## src/rtl/wmt_pkg.sv

```systemverilog
`default_nettype none
// ============================================================================
// Module      : wmt_pkg
// Description : Shared constants, types and entry-match helper for the
//               wildcard_match_table classifier and its reference model.
// Revision    : 1.0 - initial release
// ============================================================================
package wmt_pkg;

  // Default parameter values for the classifier
  localparam int c_WIDTH_DEF   = 2;
  localparam int c_ENTRIES_DEF = 8;
  localparam int c_OUT_W_DEF   = 4;
  localparam int c_CNT_W_DEF   = 8;

  // Widest word the shared match helper handles; narrower words are
  // zero-extended, and their zero mask bits make the padding a wildcard.
  localparam int c_MAX_W = 64;

  typedef logic [c_MAX_W-1:0] wmt_word_t;

  // One entry's hit decision. Only cared bits are examined, and they must be
  // identical (0/1) to the pattern, so an X/Z on a cared bit is a mismatch.
  function automatic logic wmt_entry_hit(input wmt_word_t value,
                                         input wmt_word_t mask,
                                         input logic      en,
                                         input wmt_word_t data);
    logic hit;
    hit = en;
    for (int b = 0; b < c_MAX_W; b++) begin
      if (mask[b] && (data[b] !== value[b])) begin
        hit = 1'b0;
      end
    end
    return hit;
  endfunction

endpackage
`default_nettype wire

```

## src/rtl/wmt_prio_enc.sv

```systemverilog
`default_nettype none
// ============================================================================
// Module      : wmt_prio_enc
// Description : N-wide priority encoder; reports the lowest set request index
//               and whether any request is set. Index is 0 when none is set.
// Revision    : 1.0 - initial release
// ============================================================================
module wmt_prio_enc #(
  parameter int N = 8
) (
  input  logic [N-1:0]         i_req,
  output logic [$clog2(N)-1:0] o_idx,
  output logic                 o_any
);

  localparam int IDX_W = $clog2(N);

  // Scan from the top down so the lowest set index is the last one written
  always_comb begin
    o_idx = '0;
    o_any = 1'b0;
    for (int i = N - 1; i >= 0; i--) begin
      if (i_req[i]) begin
        o_idx = IDX_W'(i);
        o_any = 1'b1;
      end
    end
  end

endmodule
`default_nettype wire

```

## src/rtl/wildcard_match_table.sv

```systemverilog
`default_nettype none
// ============================================================================
// Module      : wildcard_match_table
// Description : Programmable value/care-mask classifier. Each accepted word
//               is matched against the table, the lowest enabled hitting
//               entry supplies the result, and misses are counted in a
//               saturating counter. Output is registered behind valid/ready.
// Revision    : 1.0 - initial release
// ============================================================================
module wildcard_match_table
  import wmt_pkg::*;
#(
  parameter int               WIDTH          = c_WIDTH_DEF,
  parameter int               ENTRIES        = c_ENTRIES_DEF,
  parameter int               OUT_W          = c_OUT_W_DEF,
  parameter int               CNT_W          = c_CNT_W_DEF,
  parameter logic [OUT_W-1:0] DEFAULT_RESULT = '0
) (
  input  logic                       clk,
  input  logic                       rst,
  input  logic                       cfg_we,
  input  logic [$clog2(ENTRIES)-1:0] cfg_idx,
  input  logic                       cfg_en,
  input  logic [WIDTH-1:0]           cfg_value,
  input  logic [WIDTH-1:0]           cfg_mask,
  input  logic [OUT_W-1:0]           cfg_result,
  input  logic                       miss_clr,
  input  logic                       in_valid,
  output logic                       in_ready,
  input  logic [WIDTH-1:0]           in_data,
  output logic                       out_valid,
  input  logic                       out_ready,
  output logic [OUT_W-1:0]           out_data,
  output logic                       out_hit,
  output logic [$clog2(ENTRIES)-1:0] out_idx,
  output logic [CNT_W-1:0]           miss_count,
  output logic                       miss_sat
);

  localparam int IDX_W = $clog2(ENTRIES);

  // Table storage
  logic [ENTRIES-1:0] r_en;
  logic [WIDTH-1:0]   r_value  [ENTRIES];
  logic [WIDTH-1:0]   r_mask   [ENTRIES];
  logic [OUT_W-1:0]   r_result [ENTRIES];

  // Output and counter state
  logic             r_out_valid;
  logic [OUT_W-1:0] r_out_data;
  logic             r_out_hit;
  logic [IDX_W-1:0] r_out_idx;
  logic [CNT_W-1:0] r_miss_count;

  // Match path
  logic [ENTRIES-1:0] w_hits;
  logic [IDX_W-1:0]   w_win_idx;
  logic               w_any;
  logic [OUT_W-1:0]   w_res;
  logic               w_accept;
  logic               w_sat;

  // Single-entry write; matching this cycle still sees the old contents
  always_ff @(posedge clk) begin
    for (int i = 0; i < ENTRIES; i++) begin
      if (rst) begin
        r_en[i]     <= 1'b0;
        r_value[i]  <= '0;
        r_mask[i]   <= '0;
        r_result[i] <= '0;
      end else if (cfg_we && (cfg_idx == IDX_W'(i))) begin
        r_en[i]     <= cfg_en;
        r_value[i]  <= cfg_value;
        r_mask[i]   <= cfg_mask;
        r_result[i] <= cfg_result;
      end
    end
  end

  generate
    for (genvar g = 0; g < ENTRIES; g++) begin : g_hit
      assign w_hits[g] = wmt_entry_hit(wmt_word_t'(r_value[g]),
                                       wmt_word_t'(r_mask[g]),
                                       r_en[g],
                                       wmt_word_t'(in_data));
    end
  endgenerate

  wmt_prio_enc #(
    .N (ENTRIES)
  ) u_prio_enc (
    .i_req (w_hits),
    .o_idx (w_win_idx),
    .o_any (w_any)
  );

  assign w_res    = w_any ? r_result[w_win_idx] : DEFAULT_RESULT;
  assign in_ready = !r_out_valid || out_ready;
  assign w_accept = in_valid && in_ready;
  assign w_sat    = &r_miss_count;

  // Result register: load on accept, otherwise drain on the consumer handshake
  always_ff @(posedge clk) begin
    if (rst) begin
      r_out_valid <= 1'b0;
      r_out_data  <= '0;
      r_out_hit   <= 1'b0;
      r_out_idx   <= '0;
    end else if (w_accept) begin
      r_out_valid <= 1'b1;
      r_out_data  <= w_res;
      r_out_hit   <= w_any;
      r_out_idx   <= w_win_idx;
    end else if (out_ready) begin
      r_out_valid <= 1'b0;
    end
  end

  // Saturating miss counter; clear beats a coincident increment
  always_ff @(posedge clk) begin
    if (rst || miss_clr) begin
      r_miss_count <= '0;
    end else if (w_accept && !w_any && !w_sat) begin
      r_miss_count <= r_miss_count + CNT_W'(1);
    end
  end

  assign out_valid  = r_out_valid;
  assign out_data   = r_out_data;
  assign out_hit    = r_out_hit;
  assign out_idx    = r_out_idx;
  assign miss_count = r_miss_count;
  assign miss_sat   = w_sat;

endmodule
`default_nettype wire

```

## config.mk

```make
export PLATFORM = sky130hd
export DESIGN_NAME = wildcard_match_table
export DESIGN_NICKNAME = d
export VERILOG_FILES = /design/src/rtl/wmt_pkg.sv /design/src/rtl/wmt_prio_enc.sv /design/src/rtl/wildcard_match_table.sv
export SDC_FILE = /design/constraint.sdc
export NUM_CORES = 1
export LEC_CHECK = 0
export ABC_AREA = 1
export BUFFER_PORTS_ARGS = -buffer_cell sky130_fd_sc_hd__clkbuf_2
export CAP_MARGIN = 0
export CORE_MARGIN = 2
export CORE_UTILIZATION = 45
export CTS_CLUSTER_DIAMETER = 100
export DETAILED_ROUTE_END_ITERATION = 7
export MAX_ROUTING_LAYER = met4
export PLACE_DENSITY = 0.64
export SLEW_MARGIN = 20
export SYNTH_ARGS = -nofsm -noshare
export SYNTH_HDL_FRONTEND = slang
export SYNTH_SLANG_ARGS = --single-unit
```

## constraint.sdc

```tcl
create_clock -name clk -period 1.7 [get_ports clk]
set_clock_uncertainty 0.05 [all_clocks]
set_input_delay 0.34 -clock clk [delete_from_list [all_inputs] [get_ports clk]]
set_output_delay 0.34 -clock clk [all_outputs]
set_load 0.005 [all_outputs]
```

# Yosys cells after proc, flatten, opt, wreduce, memory -nomap -nowiden
# Memories as Yosys holds them, arrays and structs flattened.
# Cells that the tools add are included.
word_totals:
  ff_bits: 25
  ram_bits: 64
  input_bits: 20
  elab_cells: 184
  memories: 3
op_classes:
  addsub: 1
  n_eq_ne: 23
  mux: 85
  n_bitwise: 24
  reduce_logical: 35
memory_table:
  columns: ["memory", "words", "width", "rd", "rd_clocked_by_memory_dff", "wr", "line_no", "rtl"]
  rows:
  - ["r_result", 8, 4, 1, 0, 8, "wildcard_match_table.sv:46", "logic [OUT_W-1:0] r_result [ENTRIES];"]
  - ["r_mask", 8, 2, 8, 0, 8, "wildcard_match_table.sv:45", "logic [WIDTH-1:0] r_mask [ENTRIES];"]
  - ["r_value", 8, 2, 8, 0, 8, "wildcard_match_table.sv:44", "logic [WIDTH-1:0] r_value [ENTRIES];"]
ops:
  columns: ["operator", "n"]
  rows:
  - ["1-bit 2-to-1 mux", 52]
  - ["4-bit 2-to-1 mux", 9]
  - ["2-bit 2-to-1 mux", 16]
  - ["1-bit logical AND", 27]
  - ["3-bit 2-to-1 mux", 8]
  - ["1-bit OR", 24]
  - ["1-bit case inequality test", 16]
  - ["3-bit equality test (second input constant)", 4]
  - ["8-bit by 1-bit adder with 8-bit output (second input constant)", 1]
  - ["8-bit AND reduction", 1]
  - ["3-bit by 2-bit equality test with 1-bit output (second input constant)", 2]
  - ["3-bit by 1-bit equality test with 1-bit output (second input constant)", 1]
  - ["1-bit zero test", 3]
  - ["3-bit zero test", 1]
  - ["1-bit logical OR", 2]
  - ["2-bit nonzero test", 1]

# Depth between registers and ports, before layout
# Gate-level depths: netlist (run 1).
depth:
  depth_word: 15
  depth_mapped: 20
  depth_no_buf: 18

# Modules after synthesis
# A second synthesis (run 1) with hierarchy kept.
hier_totals:
  cells_unflattened: 465
  hier_area_um2: 4097.7
by_module_without_submodules:
  columns: ["mod", "instances", "cells_each", "area_per_inst_um2"]
  rows:
  - ["wildcard_match_table", 1, 443, 3998.8]
  - ["wmt_prio_enc", 1, 22, 98.8]

# Worst setup path before layout (run 1)
# OpenSTA, ideal clock, no wires.
synth_path:
  path_kind: "input port to flip-flop"
  from: "input port in_data[1]"
  to: "register r_miss_count[7] (netlist: miss_count[7])"
  setup_ns: 0.117
  arrival_time_ns: 1.661
  required_ns: 1.533
  setup_slack_ns: -0.129
  cell_stages: 11
  path_cell_list: "buf_6 -> xor2_1 -> nand2_1 -> nand3_4 -> nand4_4 -> nor2_4 -> nand3b_4 -> nor3b_2 -> nand2_1 -> nor2_1 -> nor3b_2"
synth_between:
  elab_chain_cells: 14
synth_rtl:
  columns: ["item", "line_no", "rtl"]
  rows:
  - ["start, declared", "wildcard_match_table.sv:30", "input logic [WIDTH-1:0] in_data,"]
  - ["1-bit case inequality test", "wmt_pkg.sv:31", "if (mask[b] && (data[b] !== value[b])) begin"]
  - ["1-bit logical AND", "wmt_pkg.sv:31", null]
  - ["1-bit 2-to-1 mux", "wmt_pkg.sv:31", null]
  - ["1-bit 2-to-1 mux (7 in a row)", "wmt_prio_enc.sv:23", "if (i_req[i]) begin"]
  - ["1-bit 2-to-1 mux (*)", "wmt_prio_enc.sv:23", null]
  - ["1-bit zero test (*)", "wildcard_match_table.sv:123", "end else if (w_accept && !w_any && !w_sat) begin"]
  - ["1-bit logical AND (*) (2 in a row)", "wildcard_match_table.sv:123", null]
  - ["end signal, assigned", "wildcard_match_table.sv:124", "r_miss_count <= r_miss_count + CNT_W'(1);"]
  - ["end, declared", "wildcard_match_table.sv:53", "logic [CNT_W-1:0] r_miss_count;"]
# Mark *: on every way between the ends. The rest lies on a longest branch, timed or not.
# A chain may end at the register's enable or synchronous reset.

==> results of run 1 <==
-- flip-flops by register name (all words and copies together), names as in the netlist --
register,cells
out_valid,1
out_idx,3
out_hit,1
r_value,16
miss_count,8
r_mask,16
out_data,4
r_en,8
r_result,32
-- path summary, 6_finish.rpt --
path                                from                          to  slack, ns  cells past startpoint
max          r_value[1][6]$_SDFFCE_PN0P_  miss_count[4]$_SDFFE_PP0P_      -0.34                     15
min                            out_ready      out_valid$_SDFFE_PP0P_       0.22                      4
max reg2reg  r_value[1][6]$_SDFFCE_PN0P_  miss_count[4]$_SDFFE_PP0P_      -0.34                     15
min reg2reg     out_data[0]$_SDFFE_PP0P_    out_data[0]$_SDFFE_PP0P_       0.41                      2
-- area by class of cell --
cell class                 count  area, µm²  area share
inverter                      55        209      0.0400
clock buffer                  12        188      0.0359
tap                          108        135      0.0259
clock inverter                 4       28.8     0.00551
sequential                    89       2430       0.465
multi-input combinational    298       1660       0.317
timing repair buffer          82        579       0.111
-- worst max-delay path: stages, from the launching register on --
cell and delay [ns]:
edfxtp_1 0.43, nand2_1 0.08, inv_1 0.04, nor2_1 0.12, nor2_2 0.06, inv_1 0.06, nand2_2 0.06, inv_2 0.06
nand2_2 0.05, nor2_4 0.13, nand3b_4 0.15, buf_6 0.16, nor3_4 0.13, xor2_1 0.22, inv_1 0.08, nor2_1 0.10
-- stage by stage --
stage,power (µW),hold slack (ns)
after detailed placement,2980,0.407
final,4560,0.217
after global routing,4730,0.224
after floorplan,2800,0.403
after global placement,2970,0.404
after CTS,4510,0.211
-- report_power, final --
group	internal, µW	switching [µW]
combinational	213	319
sequential	2440	53.2
clock	757	769
-- layer usage --
metal,routed length (µm),part of all wire,vias up,global-route usage
met3,336,0.035,21,0.0272
li1,-,-,1643,-
met5,0,0,-,-
met1,4300,0.45,1544,0.260
met4,233,0.024,0,0.0843
met2,4700,0.49,68,0.322
-- cell usage after synthesis --
library cell / count
nor2_1: 87
nand2_1: 85
edfxtp_1: 64
nand3_1: 56
inv_1: 51
dfxtp_1: 25
o21ai_0: 16
a21oi_1: 15
xor2_1: 7
nand3_2: 4
or2_1: 4
buf_6: 3
clkbuf_1: 3
inv_2: 3
nand3b_1: 3
nor3_1: 3
nor3b_2: 3
nand2_4: 2
nand3_4: 2
nor2_4: 2
or2_2: 2
buf_1: 1
buf_4: 1
clkinv_1: 1
ha_1: 1
nand2_2: 1
nand3b_4: 1
nand4_4: 1
nor3_2: 1
o211ai_1: 1
-- kinds of logic (layout without fill, tap and decap cells) --
group,Yosys count,count (layout)
and+or+nand+nor,257,258
DFF,89,89
buffers and inverters,63,153
AOI/OAI and AO/OA,32,32
xor gates and xnor gates,7,7
adders and majority gates,1,1
-- repair_timing --
item,in CTS,in global routing
setup endpoints to repair,16,16
gates cloned,0,1
resized for setup,26,35
endpoints found under the hold margin,0,0
setup buffers,8,6
pin swaps,20,23
==> run metrics, run 1 <==
largest family of logic cells by synthesized area simple AND/OR/NAND/NOR gates; detailed-route vias per instance 5.06; min-delay worst type input pin to register; Mapped Area 4140 µm²; grt ovf 0; fin nets 556; FILL cells 751; vias in the first global route 3118; Vias 3276; violated checks setup timing; commonest non-fill, non-tap cell in the layout nor2_1; final hold viol count 0; final setup fails 14; VDD IR-drop max 0.500 mV; sinks on the clock net 89; status finished with violations; Avg Inst Size Synth 9.22 µm²; H-tree levels 3; CP endpoint kind register; Synth top area share 0.464; CP Launch Type register; fin cells 648; layout cells sized above 1 0.294; Worst Tran Pin Value 0.465 ns; pwr/cell area 872 nW/µm²; post-synthesis mux area share 0; simple logic cell fraction of the synthesized area 0.294; initial core utilization 0.470; initial antenna violation count 0; Yosys warnings 0; Final Instance Area 5220 µm²; WS Path Type register to register; post-synth top area cell edfxtp_1; Seq/Total Area, Yosys 0.585; Core ar. 8810 µm²; Cell variety after synth 30; CTS buffer count 9; ANT cells 0; first-iteration detailed-routing DRC count 161; Peak Freq 490 MHz; drt wl/cell 14.8 µm; Synth Area in Compound Gates 0.0393; most frequent cells in the layout 81 x nor2_1, 80 x nand2_1, 64 x edfxtp_1; global placer's final weighted congestion 0.925; Max-cap violations 0; clock slew at reported path FFs 0.09 ns; fin worst setup slack -0.342 ns; Area contributors post-synth edfxtp_1 46%, dfxtp_1 12%, nor2_1 7.9%; drt pass-1 iters 4; Lkg Pwr 0.00221 µW; Slew HR 0.689; Clk Tree Root Cell clkbuf_8; post-route setup TNS -2.42 ns; CP required 1.94 ns; crit-path max FO 5; fin crit share 1.20; Synth Area in Adders 0.00302; antenna viol nets, final 0; GRT Total Usage 0.201; Inst Count DP 617; Total Die Area 9980 µm²; worst skew pair latency 0.35 ns; Slew Viols, Final 0; Die X 99.9 µm; post-route minimum period 2.04 ns; HPWL after DPL 6.79 mm; Remaining DRCs 0; Clock Tree Buf Depth 2; synthesized flop and latch total 89; count of input and output buffers 38; Post-CTS Hold Fix Bufs 0; Post-Synthesis Cells 449; Rows 34; Die Y 99.9 µm; CTS tree done; Placed Area 4640 µm²; Arr. time, crit path 2.28 ns; DP Worst Slack -0.456 ns; first-pass GRT wire length 15.1 mm; IO Count 39; WL final 9.58 mm; largest net degree at the start of global routing 24; RSZ-0062 raised after global routing yes; XOR/XNOR share of the synthesized area 0.0148; Core Util, Final 0.593; Syn Nets 470; area grow syn2layout 26.2%
No activity file was read; power rests on OpenSTA's default activity.
==> run 2: changes to the inputs <==
Settings changed: CORE_UTILIZATION 45 to 30, PLACE_DENSITY 0.64 to 0.46.
==> run 2 against run 1 <==
  * The run still ends with setup timing left
  * Non-clock buffer count is 3 lower
  * Cell count is 10% higher
  * Power is 11% higher
  * Routed wire length is 7.1% higher
  * Critical path depth is 3 higher
  * Worst setup slack better by 0.072 ns
  * Sequential cell count stayed put
  * Combinational power is 1% higher
  * Via count is 0.34% lower
  * Largest cell class unchanged
  * Highest routed layer unchanged
==> run metrics, run 2 (synthesis gave the netlist of run 1 again) <==
CTS tree done; drt pass-1 iters 4; FILL cells 1335; vias in the first global route 3159; Slew HR 0.671; clock slew at reported path FFs 0.06 ns; Clock Tree Buf Depth 2; Design Power 5060 µW; RR Endpoint out_data[3]$_SDFFE_PP0P_; crit-path max FO 8; min-delay worst type input pin to register; most frequent cells in the layout 80 x nor2_1, 75 x nand2_1, 64 x edfxtp_1; WL final 10.3 mm; Min Hold Slack 0.246 ns; Hold EP out_valid$_SDFFE_PP0P_; Worst Reg-to-Reg Cells 18; commonest non-fill, non-tap cell in the layout nor2_1; Total Die Area 14700 µm²; Clk Tree Root Cell clkbuf_16; Arr. time, crit path 2.20 ns; CP Launch Type register; Max-cap violations 0; biggest regs r_result (32), r_mask (16), r_value (16); Worst Hold Depth 4; Die Y 121 µm; final setup fails 15; count of input and output buffers 38; initial antenna violation count 0; crit-path max cell delay 0.39 ns; detailed-route vias per instance 4.57; fin crit share 1.16; CP endpoint kind register; H-tree levels 3; Vias 3265; Final Instance Area 5460 µm²; WS Path Type register to register; Rows 42; Post-CTS Hold Fix Bufs 0; Worst Tran Pin Value 0.491 ns; Die X 121 µm; Remaining DRCs 0; drt wl/cell 14.3 µm; Peak Freq 508 MHz; worst hold start out_ready; CP delay by family, top simple AND/OR/NAND/NOR gates; post-route minimum period 1.97 ns; Slew Viols, Final 0; ANT cells 0; grt ovf 0; layout cells sized above 1 0.317; IO Count 39; CP dominant cell by count nand2_1; final hold viol count 0; Lkg Pwr 0.00223 µW; r2r setup slk -0.27 ns; critical path cell sequence inv_1, nand2_1, nand3_1, nand2_1, nor2_2, nand2_2, nand2_1, nand2_1, nand2_2, nand2_4, nand2_8, buf_12, nand3_4, nand3_2, nand2_1, nand2_1, nand3_2, a21oi_2; first-iteration detailed-routing DRC count 130; global placer's final weighted congestion 0.825; WP buf/inv 2; Largest register FFs 32; Setup crit start r_value[1][7]$_SDFFCE_PN0P_; HPWL after DPL 7.31 mm; RSZ-0062 raised after global routing yes; worst skew pair latency 0.35 ns; CTS buffer count 9; CP required 1.93 ns; antenna viol nets, final 0; fin worst setup slack -0.270 ns; Worst path slowest cell edfxtp_1; status finished with violations; Placed Area 4760 µm²; sinks on the clock net 89; GRT Total Usage 0.153; area grow syn2layout 32.0%; pwr/cell area 926 nW/µm²; Largest Register r_result; fin nets 555; initial core utilization 0.310; VDD IR-drop max 0.473 mV; largest net degree at the start of global routing 23; violated checks setup timing; Core ar. 13300 µm²; RR Startpoint r_value[1][7]$_SDFFCE_PN0P_; first-pass GRT wire length 16.4 mm
run 2: worst register-to-register path, stage by stage (launching register included):
cell and delay, ns:
edfxtp_1 0.39, inv_1 0.06, nand2_1 0.05, nand3_1 0.06
nand2_1 0.07, nor2_2 0.14, nand2_2 0.07, nand2_1 0.06
nand2_1 0.06, nand2_2 0.07, nand2_4 0.08, nand2_8 0.12
buf_12 0.15, nand3_4 0.06, nand3_2 0.07, nand2_1 0.06
nand2_1 0.08, nand3_2 0.08, a21oi_2 0.14
run 2: timing repair:
item,CTS,global route
setup endpoints to repair,16,17
buffers inserted,6,4
resized for setup,40,42
gates cloned,0,3
endpoints found under the hold margin,0,0
pin swaps,16,33
run 2: final cells by class:
cell class                 instances  area, µm²  area share
timing repair buffer              79        562       0.103
inverter                          55        211      0.0387
tap                              176        220      0.0403
timing repair inverter             1       7.51     0.00137
multi-input combinational        299       1740       0.318
clock buffer                      11        243      0.0444
clock inverter                     5       55.1      0.0101
sequential                        89       2430       0.444
run 2: worst max path at each step:
stage / end / slack (ns) / cells after the start
final: out_data[3]$_SDFFE_PP0P_ / -0.27 / 18
after global routing: out_data[3]$_SDFFE_PP0P_ / -0.48 / 18
after CTS: out_data[0]$_SDFFE_PP0P_ / -0.25 / 18
after detailed placement: out_data[2]$_SDFFE_PP0P_ / -0.55 / 13
after global placement: out_data[2]$_SDFFE_PP0P_ / -0.53 / 13
after floorplan: miss_count[7]$_SDFFE_PP0P_ / -0.12 / 11
run 2: metal layers:
metal | track usage | vias up | wire (µm)
met5 | - | - | 0
met4 | 0.0582 | 0 | 182
met3 | 0.0296 | 14 | 332
met2 | 0.247 | 61 | 4890
met1 | 0.190 | 1536 | 4850
li1 | - | 1654 | -
run 2: report_power, final:
group / switching [µW] / internal (µW)
clock network: 842 / 1180
registers: 51.9 / 2450
logic: 330 / 209
total: 1220 / 3830
run 2: stage by stage:
step                utilization  instances  setup TNS (ns)  worst slack, ns
detailed placement        0.356        687           -7.14           -0.547
floorplan                     -        449          -0.605           -0.122
global route              0.409        715           -5.34           -0.481
finish                    0.409        715           -2.65           -0.270
CTS                       0.393        709           -1.82           -0.253
global placement          0.356        687           -6.44           -0.530
==> run 3: changes to the inputs <==
Settings changed: SETUP_SLACK_MARGIN from default to 0.1.
==> run 3 against run 2 <==
  * The run still ends with setup timing left
  * Sequential power barely moved
  * Combinational power rose by 1%
  * Worst setup slack got worse by 0.0027 ns
  * Hold slack got worse by 0.0099 ns
  * First-iteration DRC count fell by 12%
  * Sequential cell count did not move
  * Non-clock buffer count fell by 1
  * Register-to-register slack barely moved
  * Critical path type unchanged
  * Critical endpoint is now out_data[2]$_SDFFE_PP0P_
==> run metrics, run 3 (synthesis gave the netlist of run 1 again) <==
vias in the first global route 3161; post-route setup TNS -2.57 ns; antenna viol nets, final 0; Largest Register r_result; CP endpoint kind register; Design Power 5360 µW; violated checks setup timing; Max-cap violations 0; drt pass-1 iters 4; H-tree levels 3; pwr/cell area 970 nW/µm²; area grow syn2layout 33.4%; fin nets 552; initial core utilization 0.310; RSZ-0062 raised after global routing yes; Largest register FFs 32; WS Path Type register to register; Slew HR 0.722; IO Count 39; Clock Tree Buf Depth 2; Arr. time, crit path 2.21 ns; VDD IR-drop max 0.512 mV; grt ovf 0; CTS tree done; count of input and output buffers 38; most frequent cells in the layout 79 x nand2_1, 79 x nor2_1, 64 x edfxtp_1; min-delay worst type input pin to register; worst skew pair latency 0.35 ns; GRT Total Usage 0.150; multi-input logic area 1750 µm²; CP required 1.93 ns; WL final 9.99 mm; Sequential Area 2420 µm²; Post-CTS Hold Fix Bufs 0; clock slew at reported path FFs 0.07 ns; Rows 42; Total Die Area 14700 µm²; Core ar. 13300 µm²; initial antenna violation count 0; first-pass GRT wire length 16.0 mm; status finished with violations; Slew Viols, Final 0; final hold viol count 0; Remaining DRCs 0; Clk Tree Root Cell clkbuf_16; sinks on the clock net 89; Lkg Pwr 0.00225 µW; drt wl/cell 14.0 µm; FILL cells 1342; CTS buffer count 9; global placer's final weighted congestion 0.797; Worst Tran Pin Value 0.416 ns; post-route minimum period 1.97 ns; layout cells sized above 1 0.319; fin worst setup slack -0.272 ns; Vias 3222; Peak Freq 507 MHz; Die X 121 µm; crit-path max FO 5; biggest regs r_result (32), r_mask (16), r_value (16); detailed-route vias per instance 4.53; ANT cells 0; first-iteration detailed-routing DRC count 115; Die Y 121 µm; final setup fails 14; fin crit share 1.16; CP Launch Type register; largest net degree at the start of global routing 29; HPWL after DPL 6.99 mm
run 3: metal layers:
metal / GRT usage / vias up / wire, µm
met5: - / - / 0
met4: 0.0740 / 0 / 261
met3: 0.0258 / 15 / 480
met2: 0.232 / 68 / 4680
met1: 0.190 / 1496 / 4580
li1: - / 1643 / -
run 3: stage by stage:
step                      cells  instance area, µm²  hold slack [ns]  worst slack (ns)   util
after floorplan             449                4150            0.403            -0.122      -
after global placement      679                4710            0.406            -0.508  0.353
after detailed placement    679                4710            0.410            -0.513  0.353
after CTS                   703                5230            0.221            -0.197  0.392
after global routing        712                5520            0.246            -0.380  0.413
final                       712                5520            0.237            -0.272  0.413
run 3: layout make-up:
type | count | share of cell area
sequential | 89 | 0.439
tap | 176 | 0.0399
timing repair buffer | 78 | 0.104
multi-input combinational | 298 | 0.317
clock inverter | 5 | 0.0186
inverter | 55 | 0.0379
clock buffer | 11 | 0.0440
run 3: timing repair:
| item | CTS | global route |
|---|---|---|
| cloned | 0 | 2 |
| pin swaps | 21 | 34 |
| endpoints found under the setup margin | 17 | 17 |
| setup buffers | 8 | 8 |
| resized for setup | 33 | 48 |
run 3: where the power goes:
part | internal, µW | total (µW) | switching, µW
combinational | 217 | 545 | 328
sequential | 2450 | 2500 | 51.5
clock | 1480 | 2310 | 837
run 3: path summary, 6_finish.rpt:
kind,start,to,slack [ns],cells past startpoint
max reg2reg,r_value[1][6]$_SDFFCE_PN0P_,out_data[2]$_SDFFE_PP0P_,-0.27,16
min,rst,out_data[2]$_SDFFE_PP0P_,0.24,2
min reg2reg,out_data[2]$_SDFFE_PP0P_,out_data[2]$_SDFFE_PP0P_,0.42,2
max,r_value[1][6]$_SDFFCE_PN0P_,out_data[2]$_SDFFE_PP0P_,-0.27,16
run 3: critical path, stage by stage, from the launching register on:
cell	delay, ns
edfxtp_1	0.41
o21ai_1	0.20
nor2_2	0.08
nor2_4	0.10
nand2_2	0.05
nand2_1	0.05
nand2_1	0.06
nand2_2	0.09
nand2_4	0.07
nand2_8	0.12
clkbuf_16	0.16
nand3_2	0.07
nand3_2	0.07
nand2_1	0.05
nand2_1	0.08
nand3_2	0.07
a21oi_2	0.13
